## config.mk

```make
export PLATFORM = sky130hd
export DESIGN_NAME = serial_seq_tx_flat
export DESIGN_NICKNAME = d
export VERILOG_FILES = /design/src/rtl/serial_seq_tx_if.sv /design/src/rtl/serial_seq_tx.sv /design/src/flat_wrapper.sv
export SDC_FILE = /design/constraint.sdc
export NUM_CORES = 1
export LEC_CHECK = 0
export BUFFER_PORTS_ARGS = -buffer_cell sky130_fd_sc_hd__buf_2
export CAP_MARGIN = 25
export CORE_MARGIN = 1.5
export CORE_UTILIZATION = 60
export DETAILED_ROUTE_END_ITERATION = 6
export PLACE_DENSITY = 0.83
export SLEW_MARGIN = 20
export SYNTH_ARGS = -nofsm -noshare
export SYNTH_HDL_FRONTEND = slang
export SYNTH_SLANG_ARGS = --single-unit
```

## constraint.sdc

```tcl
create_clock -name clk -period 4.8 [get_ports clk]
set_input_delay 0.96 -clock clk [delete_from_list [all_inputs] [get_ports clk]]
set_output_delay 0.96 -clock clk [all_outputs]
set_load 0.005 [all_outputs]
```

## src/rtl/serial_seq_tx_if.sv

```systemverilog
// ---------------------------------------------------------------------------
// serial_seq_tx_if
// Frame request / serial output bundle for serial_seq_tx.
//   start  : frame request, honoured only while ready=1
//   data   : 8-bit pattern, bit 0 sent first
//   len    : frame length minus one
//   rpt    : number of extra repetitions of the frame
//   ready  : transmitter idle
//   out    : serial bit, 0 whenever valid=0
//   valid  : out carries a frame bit
//   done   : one-cycle pulse after the last bit of the last repetition
//   state  : current FSM state
// master = frame requester, slave = transmitter.
// ---------------------------------------------------------------------------
interface serial_seq_tx_if;
  logic       start;
  logic [7:0] data;
  logic [2:0] len;
  logic [1:0] rpt;
  logic       ready;
  logic       out;
  logic       valid;
  logic       done;
  logic [1:0] state;

  modport master (
    output start, data, len, rpt,
    input  ready, out, valid, done, state
  );

  modport slave (
    input  start, data, len, rpt,
    output ready, out, valid, done, state
  );
endinterface

```

## src/rtl/serial_seq_tx.sv

```systemverilog
// ---------------------------------------------------------------------------
// serial_seq_tx
// Serializes a captured 8-bit pattern LSB-first, one bit per clock, with
// optional repetitions separated by a single idle gap cycle.
// Ports:
//   clk    : clock, rising edge
//   rst_n  : synchronous active-low reset
//   bus    : serial_seq_tx_if.slave (start/data/len/rpt in,
//            ready/out/valid/done/state out)
// All outputs come straight from flops.
//
// state | meaning
// ------+---------------------------------------------------------------
// IDLE  | ready=1, waiting for start; captures data/len/rpt on start
// SEND  | valid=1, one frame bit per cycle, LSB first
// GAP   | one idle cycle between repetitions, reloads the pattern
// DONE  | one-cycle done pulse, then back to IDLE
// ---------------------------------------------------------------------------
module serial_seq_tx (
  input  logic           clk,
  input  logic           rst_n,
  serial_seq_tx_if.slave bus
);

  typedef enum logic [1:0] {
    ST_IDLE = 2'b00,
    ST_SEND = 2'b01,
    ST_GAP  = 2'b10,
    ST_DONE = 2'b11
  } state_t;

  state_t     state_q;
  logic [7:0] data_q;
  logic [2:0] len_q;
  logic [1:0] rpt_q;
  logic [6:0] sh_q;     // bits still to be sent after the one on out_q
  logic [2:0] bit_q;    // index of the bit currently on out_q
  logic [1:0] rep_q;    // repetition currently being sent
  logic       out_q;
  logic       valid_q;
  logic       done_q;
  logic       ready_q;

  always_ff @(posedge clk) begin
    if (!rst_n) begin
      state_q <= ST_IDLE;
      data_q  <= '0;
      len_q   <= '0;
      rpt_q   <= '0;
      sh_q    <= '0;
      bit_q   <= '0;
      rep_q   <= '0;
      out_q   <= 1'b0;
      valid_q <= 1'b0;
      done_q  <= 1'b0;
      ready_q <= 1'b1;
    end else begin
      case (state_q)
        ST_IDLE: begin
          if (bus.start) begin
            data_q  <= bus.data;
            len_q   <= bus.len;
            rpt_q   <= bus.rpt;
            // First bit goes straight to the output flop so it appears
            // one cycle after acceptance.
            out_q   <= bus.data[0];
            sh_q    <= bus.data[7:1];
            bit_q   <= '0;
            rep_q   <= '0;
            valid_q <= 1'b1;
            ready_q <= 1'b0;
            state_q <= ST_SEND;
          end
        end

        ST_SEND: begin
          if (bit_q == len_q) begin
            out_q   <= 1'b0;
            valid_q <= 1'b0;
            if (rep_q != rpt_q) begin
              state_q <= ST_GAP;
            end else begin
              done_q  <= 1'b1;
              state_q <= ST_DONE;
            end
          end else begin
            out_q <= sh_q[0];
            sh_q  <= {1'b0, sh_q[6:1]};
            bit_q <= bit_q + 3'd1;
          end
        end

        ST_GAP: begin
          out_q   <= data_q[0];
          sh_q    <= data_q[7:1];
          bit_q   <= '0;
          rep_q   <= rep_q + 2'd1;
          valid_q <= 1'b1;
          state_q <= ST_SEND;
        end

        ST_DONE: begin
          done_q  <= 1'b0;
          ready_q <= 1'b1;
          state_q <= ST_IDLE;
        end

        default: begin
          state_q <= ST_IDLE;
        end
      endcase
    end
  end

  assign bus.ready = ready_q;
  assign bus.out   = out_q;
  assign bus.valid = valid_q;
  assign bus.done  = done_q;
  assign bus.state = state_q;

endmodule

```

## src/flat_wrapper.sv

```systemverilog
// flat-port wrapper written by rule: the top's interface ports become plain ports
module serial_seq_tx_flat 
  (clk, rst_n, bus_start, bus_data, bus_len, bus_rpt, bus_ready, bus_out, bus_valid, bus_done, bus_state);
  serial_seq_tx_if bus_i ();
  input  logic clk;
  input  logic rst_n;
  input wire logic [$bits(bus_i.start)-1:0] bus_start;
  input wire logic [$bits(bus_i.data)-1:0] bus_data;
  input wire logic [$bits(bus_i.len)-1:0] bus_len;
  input wire logic [$bits(bus_i.rpt)-1:0] bus_rpt;
  output wire logic [$bits(bus_i.ready)-1:0] bus_ready;
  output wire logic [$bits(bus_i.out)-1:0] bus_out;
  output wire logic [$bits(bus_i.valid)-1:0] bus_valid;
  output wire logic [$bits(bus_i.done)-1:0] bus_done;
  output wire logic [$bits(bus_i.state)-1:0] bus_state;
  assign bus_i.start = bus_start;
  assign bus_i.data = bus_data;
  assign bus_i.len = bus_len;
  assign bus_i.rpt = bus_rpt;
  assign bus_ready = bus_i.ready;
  assign bus_out = bus_i.out;
  assign bus_valid = bus_i.valid;
  assign bus_done = bus_i.done;
  assign bus_state = bus_i.state;
  serial_seq_tx u_core (.clk(clk), .rst_n(rst_n), .bus(bus_i));
endmodule
```

==> results of run 1 <==
==> kinds of logic (layout without fill, tap and decap cells) <==
kind of cell	count (synthesis)	after routing	share of synthesized area
compound gates	48	48	0.2035
xor+xnor	5	5	0.02919
fa+ha+maj	5	5	0.04170
buf+inv	13	33	0.03252
flops	31	31	0.4137
mux	7	7	0.04671
simple gates	75	75	0.2327
==> flip-flops by register name, indices dropped and copies added (netlist names), 2 cells and up <==
name / flops
u_core.len_q: 3
u_core.sh_q: 7
u_core.rpt_q: 2
u_core.bit_q: 3
u_core.data_q: 8
u_core.bus.state: 2
u_core.rep_q: 2
==> layer usage <==
layer  up-vias  global-route usage  share of wire
li1        685                   -              -
met1       647              0.3428           0.44
met2        42              0.4646           0.49
met3         6             0.05932          0.054
met4         0              0.1453          0.016
met5         -                   0              0
==> cell usage in the layout (no fill, tap or decap), types with 4 or more instances in the layout <==
cell,count
clkbuf_4,5
dfxtp_1,31
o211ai_1,8
ha_1,5
nor2_1,9
nor2b_1,4
xor2_1,5
a22oi_1,6
o21ai_0,5
a21oi_1,20
nand2_1,45
buf_2,21
mux2i_1,7
==> through the flow <==
step,setup slack (ns),instances,cell area (µm²)
floorplan,2.892,184,1500
finish,2.331,232,1657
global route,2.272,232,1657
detailed placement,2.012,224,1607
CTS,2.351,232,1657
global placement,2.114,224,1607
==> layout make-up <==
class,count,area share
timing repair buffer,21,0.06344
inverter,4,0.009063
sequential,31,0.3746
clock buffer,7,0.02719
multi-input combinational,140,0.5015
tap,28,0.02115
clock inverter,1,0.003021
==> tightest hold or removal path: stages (launching register included) <==
cell and delay [ns]:
dfxtp_1 0.32, nand2_1 0.05, a21oi_1 0.05
==> power groups by stage <==
stage	clock, mW	combinational [mW]	sequential (mW)
finish	0.147	0.307	0.347
global route	0.160	0.343	0.353
CTS	0.148	0.300	0.346
detailed placement	0	0.298	0.352
global placement	0	0.283	0.348
floorplan	0	0.228	0.346
==> final timing paths <==
path / end / cells after the start
min: u_core.data_q[5] / 2
max reg2reg: u_core.bus.done / 4
max: u_core.bit_q[0] / 4
min reg2reg: u_core.data_q[5] / 2
==> run summary, run 1 <==
Crit path cell chain: buf_2, clkinv_1, or4_2, o31ai_1
Top cells by count, synth: nand2_1, dfxtp_1, a21oi_1
NetSw: 0.3121 mW
Routed wire per std cell: 14.57 µm
Die width: 53.01 µm
Antenna diodes: 0
Clock slew at the register clock pins of the worst setup and hold paths: 0.10 ns
Syn_nets: 205
Peak supply drop: 0.3140 mV
Most used DFF post-synth: dfxtp_1
Post-Syn Instances: 184
Leak Pwr: 0.6935 nW
Yosys warns: 0
Row count: 17
Worst path bufs/invs: 2
Detailed Route Iter0 Violations: 34
Asr flop ratio synth: 0
Final net count: 224
Top cells by area, synth: dfxtp_1, nand2_1, a21oi_1, mux2i_1, ha_1
Seq pwr share: 0.433
Maximum clock path buffer count: 2
Critical path arrival: 2.71 ns
Fin Setup TNS: 0 ns
Crit path from: rst_n
Critical path's top delay family: buffers and inverters
Starting Density: 0.6592
Post-cts resize count: 0
Worst Hold Slack: 0.4602 ns
Multi-input logic area: 830.8 µm²
Crit Path Category: in2reg
Final Hold Viols: 0
Internal reg-to-reg setup slack: 2.69 ns
Post-synth EDFFs: 0
Max_cap viols: 0
Worst reg2reg startpoint: u_core.bus.state[0]
Clock Power Share: 0.184
Skew-Pair Late Insertion Delay: 0.34 ns
Critical Path Max Stage Delay: 0.78 ns
Slew Limit Fails: 0
Die height: 53.01 µm
P_int: 0.4883 mW
Sw Share: 0.3899
GRT Overall Usage: 0.2815
Share of the synthesized area in the top cell type: 0.4137
CP endpoint kind: flop
Min cycle time layout: 2.469 ns
Combinational power share: 0.383
Endpoints failing setup: 0
Post-route DRC: 0
HP Class: reg2reg
Final HPWL DP: 2307 µm
Relative slew slack: 0.4546
Pre-Repair DR Iteration Count: 4
ANT nets after route: 0
Post-CTS Hold Buffers: 0
DRT Wirelength: 3381 µm
IO Pins: 22
Most frequent cell after synthesis: nand2_1
Fin crit share: 0.5143
Slew @ Worst Pin: 0.8119 ns
Pin count of the biggest net entering global routing: 24
Number of global-route vias before repair: 1309
HP Start: u_core.data_q[5]
Crit path max-delay cell type: or4_2
Yosys reg bits: 31
Outcome: finished, final reports clean
GPL Wtd Cong: 0.8438
First-pass GRT wire length: 5664 µm
Syn_area_per_cell: 8.153 µm²
Cts bufs inserted: 5
Via Count: 1380
Clock skew: 0.01444 ns
Sequential Area: 620.6 µm²
Pwr dens: 483.1 nW/µm²
Post-synth cell types: 34
Fillers: 169
Seq/Total Area, Yosys: 0.4137
Area grow syn2layout: 10.43%
Netlist Area Pre-Place: 1500 µm²
Area of the die: 2810 µm²
Routed vias/inst: 5.948
# H-tree levels: 2
Total power: 0.8003 mW
CTS tree: done
CTS Root Cell: clkbuf_4
Synth area leader: dfxtp_1
Fmax: 0.4051 GHz
CP max FO: 23
Port Buffers: 21
Crit start category: input pin
Gr ovfl total: 0
CP Data Required Time: 5.05 ns
Share of cells above drive strength 1: 0.1471
Core Util, Final: 0.7279
Sink Count: 31
Initial antenna violation count: 0
Postcts setup bufs: 0
RSZ-0062 raised after global routing: no
CORE AREA: 2276 µm²
No activity file was read; power rests on OpenSTA's default activity.
==> run 2: changes to the inputs <==
--- a/config.mk
+++ b/config.mk
@@ -8,9 +8,9 @@
 export BUFFER_PORTS_ARGS = -buffer_cell sky130_fd_sc_hd__buf_2
 export CAP_MARGIN = 25
 export CORE_MARGIN = 1.5
-export CORE_UTILIZATION = 60
+export CORE_UTILIZATION = 55
 export DETAILED_ROUTE_END_ITERATION = 6
-export PLACE_DENSITY = 0.83
+export PLACE_DENSITY = 0.77
 export SLEW_MARGIN = 20
 export SYNTH_ARGS = -nofsm -noshare
 export SYNTH_HDL_FRONTEND = slang
==> constraint.sdc (replaced) <==
create_clock -name clk -period 2.4 [get_ports clk]
set_input_delay 0.48 -clock clk [delete_from_list [all_inputs] [get_ports clk]]
set_output_delay 0.48 -clock clk [all_outputs]
set_load 0.005 [all_outputs]
==> run 2 against run 1 <==
Effect of this change:
- final cell count grew 1.7%
- critical path depth grew 2
- register-to-register slack lost 2.1 ns
- clock power grew 94%
- non-clock buffer count grew 2
- global-route usage shrank 5.1 points
- die area grew 8.6%
- count of clock-buffer cells in the layout is the same
- critical endpoint unchanged
- largest power group unchanged
==> run summary, run 2 (synthesis gave the netlist of run 1 again) <==
Outcome: finished, final reports clean (unchanged)
Area of the die: 3050 µm² (was 2810 µm²)
Total power: 1.581 mW (was 0.8003 mW)
Final net count: 226 (was 224)
Relative slew slack: 0.4347 (was 0.4546)
Pre-Repair DR Iteration Count: 6 (was 4)
Hold path cells: 3 (was 2)
DRT Wirelength: 3186 µm (was 3381 µm)
Via Count: 1349 (was 1380)
Crit start category: flop (was input pin)
RSZ-0062 raised after global routing: no (unchanged)
Max reg flops: 8 (unchanged)
Fmax: 0.5442 GHz
Maximum clock path buffer count: 2 (unchanged)
GRT Overall Usage: 0.2301 (was 0.2815)
Row count: 18 (was 17)
Max_cap viols: 0 (unchanged)
Met1 GRT Util: 0.2825 (was 0.3428)
Fin Setup TNS: 0 ns (unchanged)
Leading cell types in the layout, fill and taps excluded: nand2_1, dfxtp_1, buf_2 (unchanged)
Internal reg-to-reg setup slack: 0.56 ns (was 2.69 ns)
First-pass GRT wire length: 5602 µm (was 5664 µm)
Starting Density: 0.5947 (was 0.6592)
WP depth: 6 (was 4)
Sink Count: 31 (unchanged)
Most flops, register: u_core.data_q (unchanged)
CTS Root Cell: clkbuf_4 (unchanged)
CORE AREA: 2522 µm² (was 2276 µm²)
Slew @ Worst Pin: 0.8415 ns (was 0.8119 ns)
ANT nets after route: 0 (unchanged)
Clock slew at the register clock pins of the worst setup and hold paths: 0.09 ns (was 0.10 ns)
Slew Limit Fails: 0 (unchanged)
Share of cells above drive strength 1: 0.1553 (was 0.1471)
Cts bufs inserted: 5 (unchanged)
CTS tree: done (unchanged)
Clock skew: 0.01321 ns (was 0.01444 ns)
Commonest non-fill, non-tap cell in the layout: nand2_1 (unchanged)
Post-route DRC: 0 (unchanged)
Die height: 55.23 µm (was 53.01 µm)
Fin crit share: 0.7656
Routed vias/inst: 5.716 (was 5.948)
Postcts setup bufs: 0 (unchanged)
Gr ovfl total: 0 (unchanged)
Critical path arrival: 2.09 ns (was 2.71 ns)
Port Buffers: 21 (unchanged)
Endpoints failing setup: 0 (unchanged)
Routed wire per std cell: 13.50 µm (was 14.57 µm)
Post-CTS Hold Buffers: 0 (unchanged)
Crit path cell chain: inv_1, ha_1, nand2b_1, nand2_1, or4_2, o31ai_1 (was buf_2, clkinv_1, or4_2, o31ai_1)
Endpoint, Worst Hold: u_core.len_q[0] (was u_core.data_q[5])
Gr busiest metal: met2 (unchanged)
Worst path bufs/invs: 1 (was 2)
Initial antenna violation count: 0 (unchanged)
Detailed Route Iter0 Violations: 38 (was 34)
Worst reg2reg startpoint: u_core.bus.state[0] (unchanged)
RR Endpoint: u_core.bit_q[0] (was u_core.bus.done)
Area grow syn2layout: 11.59% (was 10.43%)
IO Pins: 22 (unchanged)
Met2 usage: 0.3793 (was 0.4646)
Largest regs: u_core.data_q x8, u_core.sh_q x7 (unchanged)
Number of global-route vias before repair: 1284 (was 1309)
Pwr dens: 944.3 nW/µm² (was 483.1 nW/µm²)
Crit Path Category: reg2reg (was in2reg)
Pin count of the biggest net entering global routing: 24 (unchanged)
Final HPWL DP: 2252 µm (was 2307 µm)
Critical Path Max Stage Delay: 0.55 ns (was 0.78 ns)
CP Data Required Time: 2.65 ns (was 5.05 ns)
Final Hold Viols: 0 (unchanged)
HP Start: bus_len[0] (was u_core.data_q[5])
GPL Wtd Cong: 0.7360 (was 0.8438)
# H-tree levels: 2 (unchanged)
Leak Pwr: 0.7034 nW (was 0.6935 nW)
Min cycle time layout: 1.837 ns
Antenna diodes: 0 (unchanged)
Peak supply drop: 0.6889 mV (was 0.3140 mV)
HP Class: in2reg (was reg2reg)
Skew-Pair Late Insertion Delay: 0.33 ns (was 0.34 ns)
Die width: 55.23 µm (was 53.01 µm)
CP max FO: 6 (was 23)
Worst Hold Slack: 0.3807 ns (was 0.4602 ns)
FF-to-FF path depth: 6 (was 4)
Met3 GRT Util: 0.07026 (was 0.05932)
Post-cts resize count: 0 (unchanged)
CP endpoint kind: flop (unchanged)
Crit path max-delay cell type: or4_2 (unchanged)
Critical path's top delay family: simple AND/OR/NAND/NOR gates (was buffers and inverters)
## run 2: stage by stage
stage | worst slack, ns | std cells | instance area (µm²) | utilization
3_3_place_gp | 0.6519 | 228 | 1624 | 0.6438
6_report | 0.5625 | 236 | 1674 | 0.6637
3_5_place_dp | 0.5848 | 228 | 1624 | 0.6438
2_1_floorplan | 0.6634 | 184 | 1500 | -
4_1_cts | 0.5600 | 236 | 1674 | 0.6637
5_1_grt | 0.3928 | 236 | 1674 | 0.6637
## run 2: final cells by class
cell class                 instances  area [µm²]
multi-input combinational        140       830.8
sequential                        31       620.6
clock inverter                     1       5.005
tap                               30       37.54
fill                             210       848.3
clock buffer                       7       45.04
inverter                           4       15.01
timing repair buffer              23       120.1
## run 2: power breakdown
group | switching [mW] | internal (mW) | total, mW
Sequential | 0.0693 | 0.623 | 0.692
Combinational | 0.359 | 0.245 | 0.604
Clock | 0.171 | 0.114 | 0.285
Total | 0.599 | 0.982 | 1.58
## run 2: worst max-delay path by stage
| stage | startpoint | to | slack [ns] |
|---|---|---|---|
| 2_1_floorplan | u_core.bus.state[0] | u_core.bus.done | 0.66 |
| 3_5_place_dp | u_core.bus.state[0] | u_core.bit_q[0] | 0.58 |
| 6_report | u_core.bus.state[0] | u_core.bit_q[0] | 0.56 |
| 3_3_place_gp | u_core.bus.state[0] | u_core.bit_q[0] | 0.65 |
| 5_1_grt | u_core.bus.state[0] | u_core.bit_q[0] | 0.39 |
| 4_1_cts | u_core.bus.state[0] | u_core.bit_q[0] | 0.56 |
## run 2: routing by layer
layer | up-vias | wire [µm]
li1 | 691 | -
met3 | 6 | 186
met5 | - | 0
met4 | 0 | 41
met2 | 40 | 1525
met1 | 612 | 1433
## run 2: worst min-delay path, delay by kind of cell
kind                   cells  cell delay (ns)
buffers and inverters      1             0.10
AND/OR/NAND/NOR            1             0.05
AO/OA/AOI/OAI              1             0.05
